File: src/rtl/block_scan_ctrl_if.sv
// Purpose : bundles the scan request, memory read port and hit stream of block_scan_ctrl.
// Ports   : master = requester/memory/consumer side, slave = scan controller side.
// Timing  : mem_data is expected one cycle after mem_rd_en; hit stream is valid/ready.
interface block_scan_ctrl_if #(
  parameter int AW     = 5,
  parameter int VAL_W  = 18,
  parameter int DIST_W = 14
);
  // scan request
  logic              start;
  logic [AW-1:0]     base_addr;
  logic [5:0]        count;
  logic [VAL_W-1:0]  thresh;
  logic [DIST_W-1:0] max_dist;
  logic              abort;
  // memory read port
  logic              mem_rd_en;
  logic [AW-1:0]     mem_addr;
  logic [127:0]      mem_data;
  // hit stream
  logic              hit_valid;
  logic              hit_ready;
  logic [AW-1:0]     hit_addr;
  logic [1:0]        hit_slot;
  logic [VAL_W-1:0]  hit_value;
  logic [DIST_W-1:0] hit_dist;
  // status
  logic              busy;
  logic              done;
  logic [7:0]        hit_count;

  modport master (
    output start, base_addr, count, thresh, max_dist, abort, mem_data, hit_ready,
    input  mem_rd_en, mem_addr, hit_valid, hit_addr, hit_slot, hit_value, hit_dist,
           busy, done, hit_count
  );

  modport slave (
    input  start, base_addr, count, thresh, max_dist, abort, mem_data, hit_ready,
    output mem_rd_en, mem_addr, hit_valid, hit_addr, hit_slot, hit_value, hit_dist,
           busy, done, hit_count
  );
endinterface

File: src/rtl/block_scan_ctrl.sv
// Purpose : scans count memory words from base_addr, emitting records with value>thresh, dist<=max_dist.
// Latency : 6 cycles per word (READ, WAIT, 4 slots) plus one cycle per hit stall; done one cycle after last slot.
// Backpressure: a hit slot holds (hit_* stable) until hit_ready; abort drops it uncounted.
// Ports   : clk, rst (async active-high), bus = block_scan_ctrl_if.slave.
module block_scan_ctrl #(
  parameter int DEPTH  = 30,
  parameter int AW     = 5,
  parameter int VAL_W  = 18,
  parameter int DIST_W = 14
) (
  input  logic           clk,
  input  logic           rst,
  block_scan_ctrl_if.slave bus
);

  typedef enum logic [2:0] {IDLE, READ, WAIT, SCAN, DONE} state_e;

  localparam logic [5:0]    DEPTH_CNT = 6'(DEPTH);
  localparam logic [AW-1:0] LAST_ADDR = AW'(DEPTH - 1);

  state_e            state_q, state_d;
  logic [AW-1:0]     addr_q, addr_d;
  logic [5:0]        remain_q, remain_d;
  logic [VAL_W-1:0]  thresh_q, thresh_d;
  logic [DIST_W-1:0] max_dist_q, max_dist_d;
  logic [127:0]      word_q, word_d;
  logic [1:0]        slot_q, slot_d;
  logic [7:0]        hit_count_q, hit_count_d;

  logic [31:0]       rec;
  logic [VAL_W-1:0]  rec_val;
  logic [DIST_W-1:0] rec_dist;
  logic              rec_hit;
  logic [5:0]        count_clamped;
  logic [AW-1:0]     addr_next;

  // Current slot record; everything below is stable while the slot waits on hit_ready.
  assign rec      = word_q[{slot_q, 5'd0} +: 32];
  assign rec_val  = rec[31 -: VAL_W];
  assign rec_dist = rec[DIST_W-1:0];
  assign rec_hit  = (rec_val > thresh_q) && (rec_dist <= max_dist_q);

  assign count_clamped = (bus.count > DEPTH_CNT) ? DEPTH_CNT : bus.count;
  assign addr_next     = (addr_q == LAST_ADDR) ? '0 : addr_q + AW'(1);

  assign bus.mem_rd_en = (state_q == READ);
  assign bus.mem_addr  = addr_q;
  assign bus.hit_valid = (state_q == SCAN) && rec_hit;
  assign bus.hit_addr  = addr_q;
  assign bus.hit_slot  = slot_q;
  assign bus.hit_value = rec_val;
  assign bus.hit_dist  = rec_dist;
  assign bus.busy      = (state_q == READ) || (state_q == WAIT) || (state_q == SCAN);
  assign bus.done      = (state_q == DONE);
  assign bus.hit_count = hit_count_q;

  always_comb begin
    state_d     = state_q;
    addr_d      = addr_q;
    remain_d    = remain_q;
    thresh_d    = thresh_q;
    max_dist_d  = max_dist_q;
    word_d      = word_q;
    slot_d      = slot_q;
    hit_count_d = hit_count_q;

    case (state_q)
      IDLE: begin
        // start beats a simultaneous abort: abort is not looked at here
        if (bus.start) begin
          addr_d      = bus.base_addr;
          remain_d    = count_clamped;
          thresh_d    = bus.thresh;
          max_dist_d  = bus.max_dist;
          hit_count_d = '0;
          state_d     = (count_clamped == '0) ? DONE : READ;
        end
      end
      READ: begin
        state_d = bus.abort ? DONE : WAIT;
      end
      WAIT: begin
        if (bus.abort) begin
          state_d = DONE;
        end else begin
          word_d  = bus.mem_data;
          slot_d  = '0;
          state_d = SCAN;
        end
      end
      SCAN: begin
        if (bus.abort) begin
          state_d = DONE;
        end else if (!rec_hit || bus.hit_ready) begin
          if (rec_hit) begin
            hit_count_d = hit_count_q + 8'd1;
          end
          if (slot_q == 2'd3) begin
            remain_d = remain_q - 6'd1;
            addr_d   = addr_next;
            state_d  = (remain_q == 6'd1) ? DONE : READ;
          end else begin
            slot_d = slot_q + 2'd1;
          end
        end
      end
      DONE: begin
        state_d = IDLE;
      end
      default: begin
        state_d = IDLE;
      end
    endcase
  end

  always_ff @(posedge clk or posedge rst) begin
    if (rst) begin
      state_q     <= IDLE;
      addr_q      <= '0;
      remain_q    <= '0;
      thresh_q    <= '0;
      max_dist_q  <= '0;
      word_q      <= '0;
      slot_q      <= '0;
      hit_count_q <= '0;
    end else begin
      state_q     <= state_d;
      addr_q      <= addr_d;
      remain_q    <= remain_d;
      thresh_q    <= thresh_d;
      max_dist_q  <= max_dist_d;
      word_q      <= word_d;
      slot_q      <= slot_d;
      hit_count_q <= hit_count_d;
    end
  end

endmodule
File: src/flat_wrapper.sv
// flat-port wrapper written by rule: the top's interface ports become plain ports
module block_scan_ctrl_flat 
#(
  parameter int DEPTH  = 30,
  parameter int AW     = 5,
  parameter int VAL_W  = 18,
  parameter int DIST_W = 14
)
  (clk, rst, bus_start, bus_base_addr, bus_count, bus_thresh, bus_max_dist, bus_abort, bus_mem_data, bus_hit_ready, bus_mem_rd_en, bus_mem_addr, bus_hit_valid, bus_hit_addr, bus_hit_slot, bus_hit_value, bus_hit_dist, bus_busy, bus_done, bus_hit_count);
  block_scan_ctrl_if #(.AW(AW), .VAL_W(VAL_W), .DIST_W(DIST_W)) bus_i ();
  input  logic clk;
  input  logic rst;
  input wire logic [$bits(bus_i.start)-1:0] bus_start;
  input wire logic [$bits(bus_i.base_addr)-1:0] bus_base_addr;
  input wire logic [$bits(bus_i.count)-1:0] bus_count;
  input wire logic [$bits(bus_i.thresh)-1:0] bus_thresh;
  input wire logic [$bits(bus_i.max_dist)-1:0] bus_max_dist;
  input wire logic [$bits(bus_i.abort)-1:0] bus_abort;
  input wire logic [$bits(bus_i.mem_data)-1:0] bus_mem_data;
  input wire logic [$bits(bus_i.hit_ready)-1:0] bus_hit_ready;
  output wire logic [$bits(bus_i.mem_rd_en)-1:0] bus_mem_rd_en;
  output wire logic [$bits(bus_i.mem_addr)-1:0] bus_mem_addr;
  output wire logic [$bits(bus_i.hit_valid)-1:0] bus_hit_valid;
  output wire logic [$bits(bus_i.hit_addr)-1:0] bus_hit_addr;
  output wire logic [$bits(bus_i.hit_slot)-1:0] bus_hit_slot;
  output wire logic [$bits(bus_i.hit_value)-1:0] bus_hit_value;
  output wire logic [$bits(bus_i.hit_dist)-1:0] bus_hit_dist;
  output wire logic [$bits(bus_i.busy)-1:0] bus_busy;
  output wire logic [$bits(bus_i.done)-1:0] bus_done;
  output wire logic [$bits(bus_i.hit_count)-1:0] bus_hit_count;
  assign bus_i.start = bus_start;
  assign bus_i.base_addr = bus_base_addr;
  assign bus_i.count = bus_count;
  assign bus_i.thresh = bus_thresh;
  assign bus_i.max_dist = bus_max_dist;
  assign bus_i.abort = bus_abort;
  assign bus_i.mem_data = bus_mem_data;
  assign bus_i.hit_ready = bus_hit_ready;
  assign bus_mem_rd_en = bus_i.mem_rd_en;
  assign bus_mem_addr = bus_i.mem_addr;
  assign bus_hit_valid = bus_i.hit_valid;
  assign bus_hit_addr = bus_i.hit_addr;
  assign bus_hit_slot = bus_i.hit_slot;
  assign bus_hit_value = bus_i.hit_value;
  assign bus_hit_dist = bus_i.hit_dist;
  assign bus_busy = bus_i.busy;
  assign bus_done = bus_i.done;
  assign bus_hit_count = bus_i.hit_count;
  block_scan_ctrl #(.DEPTH(DEPTH), .AW(AW), .VAL_W(VAL_W), .DIST_W(DIST_W)) u_core (.clk(clk), .rst(rst), .bus(bus_i));
endmodule
File: config.mk
export PLATFORM = sky130hd
export DESIGN_NAME = block_scan_ctrl_flat
export DESIGN_NICKNAME = d
export VERILOG_FILES = /design/src/rtl/block_scan_ctrl_if.sv /design/src/rtl/block_scan_ctrl.sv /design/src/flat_wrapper.sv
export SDC_FILE = /design/constraint.sdc
export NUM_CORES = 1
export LEC_CHECK = 0
export CAP_MARGIN = 20
export CORE_AREA = 2 2 138 140
export CTS_CLUSTER_DIAMETER = 200
export CTS_CLUSTER_SIZE = 10
export DETAILED_ROUTE_END_ITERATION = 10
export DIE_AREA = 0 0 140 142
export PLACE_DENSITY = 0.89
export SLEW_MARGIN = 25
export SYNTH_ARGS = -nofsm -noshare
export SYNTH_HDL_FRONTEND = slang
export SYNTH_SLANG_ARGS = --single-unit
File: constraint.sdc
create_clock -name clk -period 8.9 [get_ports clk]
set_input_delay 1.78 -clock clk [delete_from_list [all_inputs] [get_ports clk]]
set_output_delay 1.78 -clock clk [all_outputs]
set_load 0.01 [all_outputs]
==> impl_metrics.env <==
export IMPL_finalSetupTns_ns=0
export IMPL_cts_hold_buffers_added=0
export IMPL_crit_path_start_kind="flip-flop"
export IMPL_finalHoldViolCount=0
export IMPL_cts_resized=0
export IMPL_final_period_minus_worst_setup_slack_ns=6.09
export IMPL_power_leakage_nw=5.13
export IMPL_tightestPinTransition_ns=0.969
export IMPL_synthArstFlopShare=1.00
export IMPL_initial_core_util=0.492
export IMPL_rsz0062_at_grt="no"
export IMPL_syn2layout_area_growth_pct=33.9
export IMPL_setup_viol=0
export IMPL_gp_congestion=0.827
export IMPL_nFillCells=1339
export IMPL_die_w_um=140
export IMPL_critPathLaunch="u_core.bus.hit_slot[0]"
export IMPL_grt_start_max_net_pins=103
export IMPL_fin_util=0.659
export IMPL_n_antenna_cell=0
export IMPL_endpoint_kind="output port"
export IMPL_drv_cap=0
export IMPL_fin_skew_ns=0.0126
export IMPL_wl_per_cell_um=19.0
export IMPL_dieArea_mm2=0.0199
export IMPL_cts_made_buffers=17
export IMPL_post_cts_repair_setup_buffers=0
export IMPL_drt_pass1_iterations=9
export IMPL_clk_path_buf_depth=2
export IMPL_met1_usage=0.297
export IMPL_syn_area_mm2=0.00908
export IMPL_yosys_top_cells_area="dfrtp_1 (51%), mux2_2 (16%), mux4_2 (7.9%)"
export IMPL_power_mw=4.43
export IMPL_vias=6567
export IMPL_drc=14
export IMPL_syn_nets=934
export IMPL_yosys_warnings=0
export IMPL_clk_pin_slew_ns=0.07
export IMPL_vias_per_cell=5.57
export IMPL_violations="design-rule violations"
export IMPL_fmax_mhz=164
export IMPL_layout_drive_gt1_share=0.232
export IMPL_status="complete, but fails checks"
export IMPL_cts_tree="done"
export IMPL_htree_num_levels=4
export IMPL_drv_slew=0
export IMPL_die_h_um=142
export IMPL_first_iter_violations=303
export IMPL_worstPathRequired_ns=7.12
export IMPL_synth_top_area_share=0.507
export IMPL_clock_sinks=184
export IMPL_ioPinCount=232
export IMPL_use_met3=0.0629
export IMPL_nets=1145
export IMPL_top_usage_layer="met2"
export IMPL_rows=50
export IMPL_timing_rr_start="u_core.bus.hit_slot[0]"
export IMPL_min_period_over_period=0.685
export IMPL_dp_hpwl_um=16100
export IMPL_wl_um=22400
export IMPL_cp_max_fo=20
export IMPL_hp_class="reg2reg"
export IMPL_synth_avg_cell_area_um2=12.6
export IMPL_grt_overflow_total=0
export IMPL_grt_usage=0.233
export IMPL_grt_pass1_vias=6845
export IMPL_worstSkewPairLatency_ns=0.43
export IMPL_post_dp_cell_area_mm2=0.0115
export IMPL_hold_ws_ns=0.499
export IMPL_cts_root_buf="clkbuf_16"
export IMPL_ys_ff_latch=184
export IMPL_seq_area_frac_synth=0.507
export IMPL_syn_inst=720
export IMPL_yosys_area_top_type="dfrtp_1"
export IMPL_use_met2=0.388
export IMPL_synth_top_flop_cell="dfrtp_1"
export IMPL_arrival_ns=4.31
export IMPL_core_area_mm2=0.0185
export IMPL_io_buffers=231
export IMPL_grt_pass1_wl_um=36000
export IMPL_critPathKind="reg2out"
export IMPL_min_from="u_core.bus.hit_count[7]"
export IMPL_final_area_mm2=0.0122
export IMPL_ys_types=64
export IMPL_layout_common_cells="clkdlybuf4s50_1 (231), dfrtp_1 (182), mux2_2 (130)"
export IMPL_synth_edf_count=0
export IMPL_layout_commonest_cell="clkdlybuf4s50_1"
export IMPL_p_per_area_mw_per_mm2=365
export IMPL_irDropWorstVdd_v=0.000167
export IMPL_drtAntennaViolNets=0
export IMPL_slew_headroom=0.354
export IMPL_antenna_found_initial=1
[Yosys cell counts, types with 3 or more instances]
library cell / n
a211oi_1: 4
a21oi_1: 14
a21oi_2: 3
a22o_1: 4
a31o_2: 3
a31oi_1: 3
a32o_1: 3
buf_1: 4
buf_2: 5
buf_4: 7
clkbuf_1: 28
dfrtp_1: 184
ha_1: 38
inv_1: 42
mux2_2: 130
mux4_2: 32
nand2_1: 53
nand2b_1: 4
nand3_1: 11
nand4_1: 9
nor2_1: 21
nor3_1: 13
nor3b_1: 3
nor4b_1: 3
o21ai_0: 41
o2bb2ai_1: 3
o31ai_1: 5
[cell type report]
class	instances	area (um^2)	area share
multi-input combinational	449	4120	0.339
clock buffer	17	425	0.0350
inverter	42	165	0.0136
clock inverter	15	165	0.0136
sequential	184	4610	0.379
tap	234	293	0.0241
timing repair buffer	237	2380	0.196
[final timing paths]
path | end | slack, ns | cells past startpoint
setup reg to reg | u_core.remain_q[1] | 4.52 | 10
setup / recovery | bus_hit_valid | 2.81 | 8
hold reg to reg | u_core.bus.hit_count[7] | 0.50 | 1
max in group asynchronous | u_core.word_q[31] | 5.84 | 3
min in group asynchronous | u_core.thresh_q[2] | 1.88 | 2
hold / removal | u_core.bus.hit_count[7] | 0.50 | 1
[sequential cells by signal, indices dropped and copies added (netlist names)]
| register | count |
|---|---|
| u_core.bus.hit_count | 8 |
| u_core.bus.hit_addr | 5 |
| u_core.remain_q | 6 |
| u_core.max_dist_q | 14 |
| u_core.bus.hit_slot | 2 |
| u_core.thresh_q | 18 |
| u_core.word_q | 128 |
| u_core.state_q | 3 |
[stage by stage]
| stage | std cells | setup slack [ns] |
|---|---|---|
| floorplan | 720 | 2.12 |
| global placement | 1145 | 3.35 |
| detailed placement | 1145 | 3.30 |
| CTS | 1177 | 2.76 |
| global route | 1178 | 2.47 |
| finish | 1178 | 2.81 |
[per-layer routing]
metal	up-vias	part of all wire
met2	228	0.49
met1	3248	0.42
met3	43	0.056
met4	0	0.025
li1	3048	-
met5	-	0
[cells by family (layout without fill, tap and decap cells)]
family,Yosys count,after routing,share of synthesized area
AND/OR/NAND/NOR,136,136,0.0730
buffers and inverters,87,311,0.0404
multiplexers,164,164,0.243
AO/OA/AOI/OAI,111,111,0.0845
adder cells (fa/ha/maj),38,38,0.0524
flip-flops,184,184,0.507
[power breakdown]
part,internal (mW),switching [mW],total [mW]
Sequential,1.23,0.271,1.50
Combinational,1.17,0.995,2.16
Clock,0.421,0.345,0.766
[worst max-delay path, stage by stage (launching register included)]
cell             delay (ns)
dfrtp_2                0.70
buf_4                  0.46
mux4_2                 0.60
ha_1                   0.35
nand4_1                0.19
nor4_1                 0.58
a21oi_4                0.14
nor3_1                 0.27
clkdlybuf4s50_1        0.58
Note: power is estimated with default switching activity, not from simulation.
